## src/rtl/dmem_arb_pkg.sv

```systemverilog
// Shared types and constants for the data-memory arbiter.
//   arb_state_e : arbiter FSM states
//   owner_e     : which requester drives the memory port this cycle
//   *_DEF       : default starvation-limit configuration
package dmem_arb_pkg;

  typedef enum logic [1:0] {
    CPU_OWN  = 2'd0,
    DBG_ACC  = 2'd1,
    DBG_RESP = 2'd2
  } arb_state_e;

  typedef enum logic {
    OWN_CPU = 1'b0,
    OWN_DBG = 1'b1
  } owner_e;

  localparam int STARVE_LIMIT_DEF    = 4;
  localparam int STARVE_CNT_BITS_DEF = 3;

endpackage

```

## src/rtl/dmem_arb_starve_ctr.sv

```systemverilog
// Saturating starvation counter for the debug requester.
//   clk_i/reset_i : clock, synchronous active-high reset
//   inc_i         : one contended cycle seen (saturates at STARVE_LIMIT)
//   clr_i         : debug got its slot, restart the count (wins over inc_i)
//   sat_o         : count has reached STARVE_LIMIT
module dmem_arb_starve_ctr import dmem_arb_pkg::*; #(
  parameter int STARVE_LIMIT    = STARVE_LIMIT_DEF,
  parameter int STARVE_CNT_BITS = STARVE_CNT_BITS_DEF
) (
  input  logic clk_i,
  input  logic reset_i,
  input  logic inc_i,
  input  logic clr_i,
  output logic sat_o
);

  localparam logic [STARVE_CNT_BITS-1:0] LIMIT = STARVE_CNT_BITS'(STARVE_LIMIT);

  logic [STARVE_CNT_BITS-1:0] cnt_q, cnt_d;

  always_comb begin
    cnt_d = cnt_q;
    if (clr_i)                     cnt_d = '0;
    else if (inc_i && !sat_o)      cnt_d = cnt_q + 1'b1;
  end

  always_ff @(posedge clk_i) begin
    if (reset_i) cnt_q <= '0;
    else         cnt_q <= cnt_d;
  end

  assign sat_o = (cnt_q == LIMIT);

endmodule

```

## src/rtl/dmem_arbiter.sv

```systemverilog
// Arbitrates the single data-memory port between the pipeline (fixed
// priority) and a debug/loader requester using a req/done handshake.
// A starvation counter forces the debug side in after STARVE_LIMIT
// contended cycles; the pipeline is frozen for exactly that grant cycle.
//   clk_i, reset_i          : clock, synchronous active-high reset
//   cpu_*_i / cpu_stall_o   : pipeline request and freeze
//   dbg_*_i / dbg_gnt_o,
//   dbg_done_o, dbg_rdata_o : debug request, grant, done pulse, read data
//   mem_*_o / mem_dOut_i    : DataMemory port (combinational read)
//   stall_count_o           : pipeline-stall performance counter
// Optional: define DMEM_ARB_PERF_EN to build the stall counter; otherwise
// stall_count_o is tied to zero.
module dmem_arbiter import dmem_arb_pkg::*; #(
  parameter int DBITS               = 32,
  parameter int DMEM_ADDR_BIT_WIDTH = 30,
  parameter int STARVE_LIMIT        = STARVE_LIMIT_DEF,
  parameter int STARVE_CNT_BITS     = STARVE_CNT_BITS_DEF
) (
  input  logic                           clk_i,
  input  logic                           reset_i,
  input  logic                           cpu_req_i,
  input  logic                           cpu_wrtEn_i,
  input  logic [DMEM_ADDR_BIT_WIDTH-1:0] cpu_addr_i,
  input  logic [DBITS-1:0]               cpu_dIn_i,
  output logic                           cpu_stall_o,
  input  logic                           dbg_req_i,
  input  logic                           dbg_wrtEn_i,
  input  logic [DMEM_ADDR_BIT_WIDTH-1:0] dbg_addr_i,
  input  logic [DBITS-1:0]               dbg_dIn_i,
  output logic                           dbg_gnt_o,
  output logic                           dbg_done_o,
  output logic [DBITS-1:0]               dbg_rdata_o,
  output logic                           mem_wrtEn_o,
  output logic [DMEM_ADDR_BIT_WIDTH-1:0] mem_addr_o,
  output logic [DBITS-1:0]               mem_dIn_o,
  input  logic [DBITS-1:0]               mem_dOut_i,
  output logic [31:0]                    stall_count_o
);

  arb_state_e       state_q;
  owner_e           own_q;
  logic             done_q;
  logic [DBITS-1:0] rdata_q;
  logic             starve_sat;
  logic             starve_inc, starve_clr;

  // Contention is only counted while the CPU owns the port; a request
  // still high during DBG_RESP is re-evaluated from CPU_OWN.
  assign starve_inc = (state_q == CPU_OWN) && dbg_req_i && cpu_req_i;
  assign starve_clr = (state_q == DBG_ACC);

  dmem_arb_starve_ctr #(
    .STARVE_LIMIT    (STARVE_LIMIT),
    .STARVE_CNT_BITS (STARVE_CNT_BITS)
  ) u_starve (
    .clk_i   (clk_i),
    .reset_i (reset_i),
    .inc_i   (starve_inc),
    .clr_i   (starve_clr),
    .sat_o   (starve_sat)
  );

  // own_q and done_q are registered decodes of the next state, so grant,
  // stall and done come straight from flops.
  always_ff @(posedge clk_i) begin
    if (reset_i) begin
      state_q <= CPU_OWN;
      own_q   <= OWN_CPU;
      done_q  <= 1'b0;
      rdata_q <= '0;
    end else begin
      case (state_q)
        CPU_OWN: begin
          done_q <= 1'b0;
          if (dbg_req_i && (!cpu_req_i || starve_sat)) begin
            state_q <= DBG_ACC;
            own_q   <= OWN_DBG;
          end
        end
        DBG_ACC: begin
          if (!dbg_wrtEn_i) rdata_q <= mem_dOut_i;
          state_q <= DBG_RESP;
          own_q   <= OWN_CPU;
          done_q  <= 1'b1;
        end
        DBG_RESP: begin
          state_q <= CPU_OWN;
          done_q  <= 1'b0;
        end
        default: begin
          state_q <= CPU_OWN;
          own_q   <= OWN_CPU;
          done_q  <= 1'b0;
        end
      endcase
    end
  end

  assign dbg_gnt_o   = (own_q == OWN_DBG);
  assign cpu_stall_o = (own_q == OWN_DBG);
  assign dbg_done_o  = done_q;
  assign dbg_rdata_o = rdata_q;

  // Write enable is masked by reset so nothing commits on a reset edge,
  // including a debug write caught mid-grant.
  always_comb begin
    if (own_q == OWN_DBG) begin
      mem_wrtEn_o = dbg_wrtEn_i && !reset_i;
      mem_addr_o  = dbg_addr_i;
      mem_dIn_o   = dbg_dIn_i;
    end else begin
      mem_wrtEn_o = cpu_req_i && cpu_wrtEn_i && !reset_i;
      mem_addr_o  = cpu_addr_i;
      mem_dIn_o   = cpu_dIn_i;
    end
  end

`ifdef DMEM_ARB_PERF_EN
  logic [31:0] stall_cnt_q;

  // Counts grant cycles that actually held back a pipeline memory op.
  always_ff @(posedge clk_i) begin
    if (reset_i)                               stall_cnt_q <= '0;
    else if (state_q == DBG_ACC && cpu_req_i)  stall_cnt_q <= stall_cnt_q + 32'd1;
  end

  assign stall_count_o = stall_cnt_q;
`else
  assign stall_count_o = '0;
`endif

endmodule

```

## config.mk

```make
export PLATFORM = sky130hd
export DESIGN_NAME = dmem_arbiter
export DESIGN_NICKNAME = d
export VERILOG_FILES = /design/src/rtl/dmem_arb_pkg.sv /design/src/rtl/dmem_arb_starve_ctr.sv /design/src/rtl/dmem_arbiter.sv
export SDC_FILE = /design/constraint.sdc
export NUM_CORES = 1
export LEC_CHECK = 0
export ABC_AREA = 1
export CORE_AREA = 2 2 114 116
export CTS_CLUSTER_SIZE = 40
export DETAILED_ROUTE_END_ITERATION = 6
export DIE_AREA = 0 0 116 118
export PLACE_DENSITY_LB_ADDON = 0.08
export REMOVE_ABC_BUFFERS = 1
export SLEW_MARGIN = 20
export SYNTH_ARGS = -nofsm -noshare
export SYNTH_HDL_FRONTEND = slang
export SYNTH_HIERARCHICAL = 1
export SYNTH_SLANG_ARGS = --single-unit
```

## constraint.sdc

```tcl
create_clock -name clk_i -period 1.2 [get_ports clk_i]
set_clock_uncertainty 0.05 [all_clocks]
set_input_delay 0.18 -clock clk_i [delete_from_list [all_inputs] [get_ports clk_i]]
set_output_delay 0.18 -clock clk_i [all_outputs]
set_load 0.05 [all_outputs]
```

==> results of run 1 <==
==> Yosys cell counts <==
library cell  count
nand2_1         255
nor2_1           74
inv_1            41
dfxtp_1          39
buf_4            35
buf_2             8
clkbuf_1          8
buf_6             4
nand3_1           4
a21oi_1           3
o21ai_0           3
ha_1              2
inv_2             2
nor3_1            2
clkinv_1          1
conb_1            1
nand2_2           1
nand3_4           1
==> sequential cells by signal (all words and copies together) (netlist names) <==
name / count
dbg_rdata_o: 32
u_starve/cnt_q: 3
state_q: 2
cpu_stall_o: 1
dbg_done_o: 1
==> cell type report <==
| cell class | count | area, um2 | share of cell area |
|---|---|---|---|
| inverter | 44 | 173 | 0.0242 |
| sequential | 39 | 786 | 0.110 |
| clock inverter | 2 | 35.0 | 0.00491 |
| tap | 172 | 215 | 0.0302 |
| timing repair buffer | 283 | 3950 | 0.554 |
| multi-input combinational | 377 | 1830 | 0.257 |
| clock buffer | 6 | 139 | 0.0195 |
==> final timing paths <==
kind | start | cells after the start | to | slack [ns]
worst max-delay path | cpu_stall_o$_SDFFE_PP0P_ | 6 | mem_addr_o[4] | -0.32
worst min-delay path | mem_dOut_i[6] | 3 | dbg_rdata_o[6]$_SDFFE_PP0P_ | 0.43
worst max register to register | u_starve/cnt_q[1]$_SDFFE_PP0P_ | 6 | u_starve/cnt_q[0]$_SDFFE_PP0P_ | 0.08
worst min register to register | u_starve/cnt_q[1]$_SDFFE_PP0P_ | 2 | u_starve/cnt_q[1]$_SDFFE_PP0P_ | 0.46
==> per-layer routing <==
metal,wire [um],up-vias
met5,0,-
met4,390,0
met3,1500,29
met2,6620,169
met1,5810,1642
li1,-,1877
==> worst min-delay path, cell delays in order <==
cell             delay (ns)
clkdlybuf4s50_1        0.39
nor2_1                 0.10
nor2_1                 0.05
==> metrics by stage <==
stage / cells / total power, W / TNS [ns] / hold WS, ns
CTS: 922 / 0.00676 / -18.71 / 0.424
finish: 923 / 0.00678 / -18.49 / 0.427
detailed placement: 906 / 0.00491 / -7.97 / 0.466
global route: 923 / 0.00705 / -21.72 / 0.430
floorplan: 460 / 0.00294 / -151.65 / 0.207
global placement: 906 / 0.00490 / -7.49 / 0.455
==> timing repair <==
| action | in CTS | in global routing |
|---|---|---|
| pin swaps | 5 | 14 |
| cloned | 4 | 1 |
| endpoints found under the hold margin | 0 | 0 |
| hold buffers | 0 | 0 |
| buffers inserted | 4 | 0 |
| gates resized for setup | 102 | 39 |
| setup endpoints to repair | 66 | 70 |
==> report_power, final <==
part / leakage (nW) / switching, W / total [W] / internal (W)
clock: 0.0868 / 0.000505 / 0.00154 / 0.00103
sequential: 0.318 / 0.0000504 / 0.00139 / 0.00134
combinational: 3.01 / 0.00205 / 0.00385 / 0.00179
total: 3.41 / 0.00261 / 0.00678 / 0.00417
==> cells by family (layout without fill, tap and decap cells) <==
logic type,count (synthesis),count (layout),synth area share
AO/OA/AOI/OAI,6,6,0.0112
flip-flops,39,39,0.292
AND/OR/NAND/NOR,337,337,0.482
adder cells (fa/ha/maj),2,2,0.00937
other,1,32,0.00140
buffers and inverters,99,335,0.203
==> qor.csv, run 1 <==
stage;metric;value;unit
run_status;status;finished with violations;
run_status;violations;setup timing;
global_routing;use_met2;0.330;
cells_and_area;area_growth;167;%
timing;hold_viol;0;
cells_and_area;layout_commonest_cell;nand2_1;
setup_path;critPathTopFamily;buffers and inverters;
global_routing;use_met1;0.248;
clocking;htree_levels;2;
clocking;clkLatencyLatePin;0.27;ns
cells_and_area;final_area;7130;um2
timing;worst_slack;-0.324;ns
global_routing;track_usage;0.201;
yosys;synthesis.area;2670;um2
setup_path;critPathKind;register to output pin;
yosys;avgSynthCellArea;5.52;um2
floorplanning;core;12400;um2
setup_path;endpoint_kind;output pin;
routing;drc;0;
routing;drt_pre_antenna_iters;4;
yosys;yosysSeqAreaShare;0.292;
yosys;synth_top_area_cell;nand2_1;
setup_path;critPathMaxFanout;7;
clocking;path_clk_slew;0.06;ns
setup_path;slowest_stage;dfxtp_4;
cells_and_area;diodes;0;
clocking;clockRootBuffer;clkbuf_16;
cells_and_area;layout_common_cells;nand2_1 (165), clkdlybuf4s50_1 (161), buf_12 (105);
global_routing;grt_pass1_wl;20.9;mm
placement;gp_congestion;0.876;
power_and_ir_drop;power.density;951;nW/um2
global_routing;grt_pass1_vias;3751;
floorplanning;floorplan.initialDensity;0.215;
yosys;yosys.cell_types.count;18;
timing;rsz0062_at_grt;true;
floorplanning;num_rows;41;
placement;dp_hpwl;10.8;mm
yosys;yosysTopAreaCellShare;0.358;
floorplanning;io_pins;292;
power_and_ir_drop;p_leak;3.41;nW
global_routing;grt_max_degree;42;
routing;wl_per_cell;15.5;um
global_routing;met3_usage;0.0695;
global_routing;antenna_found_initial;0;
setup_path;required;0.97;ns
setup_path;path_cells;inv_8 > buf_12 > buf_16 > nand2_2 > nand2_2 > buf_12;
clocking;clock-sinks;39;
routing;wl;14.3;mm
yosys;synth_area_leaders;nand2_1 (36%), dfxtp_1 (29%), nor2_1 (10%);
routing;vias_per_cell;4.03;
setup_path;crit_path_max_incr_delay;0.40;ns
timing;fin_crit;1.52;ns
timing;clock.fmax;656;MHz
cells_and_area;drive_gt1_frac;0.310;
timing;slew_viol_final;0;
job;drv_cap;0;
timing;finalSetupViolations;65;
cells_and_area;fillCellCount;1134;
power_and_ir_drop;vdd_drop_max;0.625;mV
routing;antenna_left;0;
routing;drtIter0Drc;178;
yosys;ys_ff_latch;39;
global_routing;top_usage_layer;met2;
cells_and_area;utilization;0.574;
clocking;tritoncts;done;
yosys;syn_inst;484;
placement;pre_cts_slack;-0.237;ns
setup_path;cp-start-kind;register;
floorplanning;die_height;118;um
timing;period_share;1.27;
floorplanning;die_area;13700;um2
yosys;synth_warnings;6;
min_path;min_path_type;input port to register;
clocking;cts.path.max_buffers;2;
floorplanning;dieWidth;116;um
global_routing;overflow;0;
placement;io_buffer_count;259;
setup_path;cp.buffers_inverters;4;
setup_path;arrival;1.29;ns
cells_and_area;fin_nets;914;
clocking;numCtsBuffers;5;
routing;vias;3717;
placement;dpl_cell_area;6360;um2
No activity file was read; power rests on OpenSTA's default activity.
==> inputs of run 2 (changes only) <==
- CTS_CLUSTER_SIZE: 40 -> 8
==> results of run 2 <==
The final DEF is identical to that of run 1; final timing and power are the same.
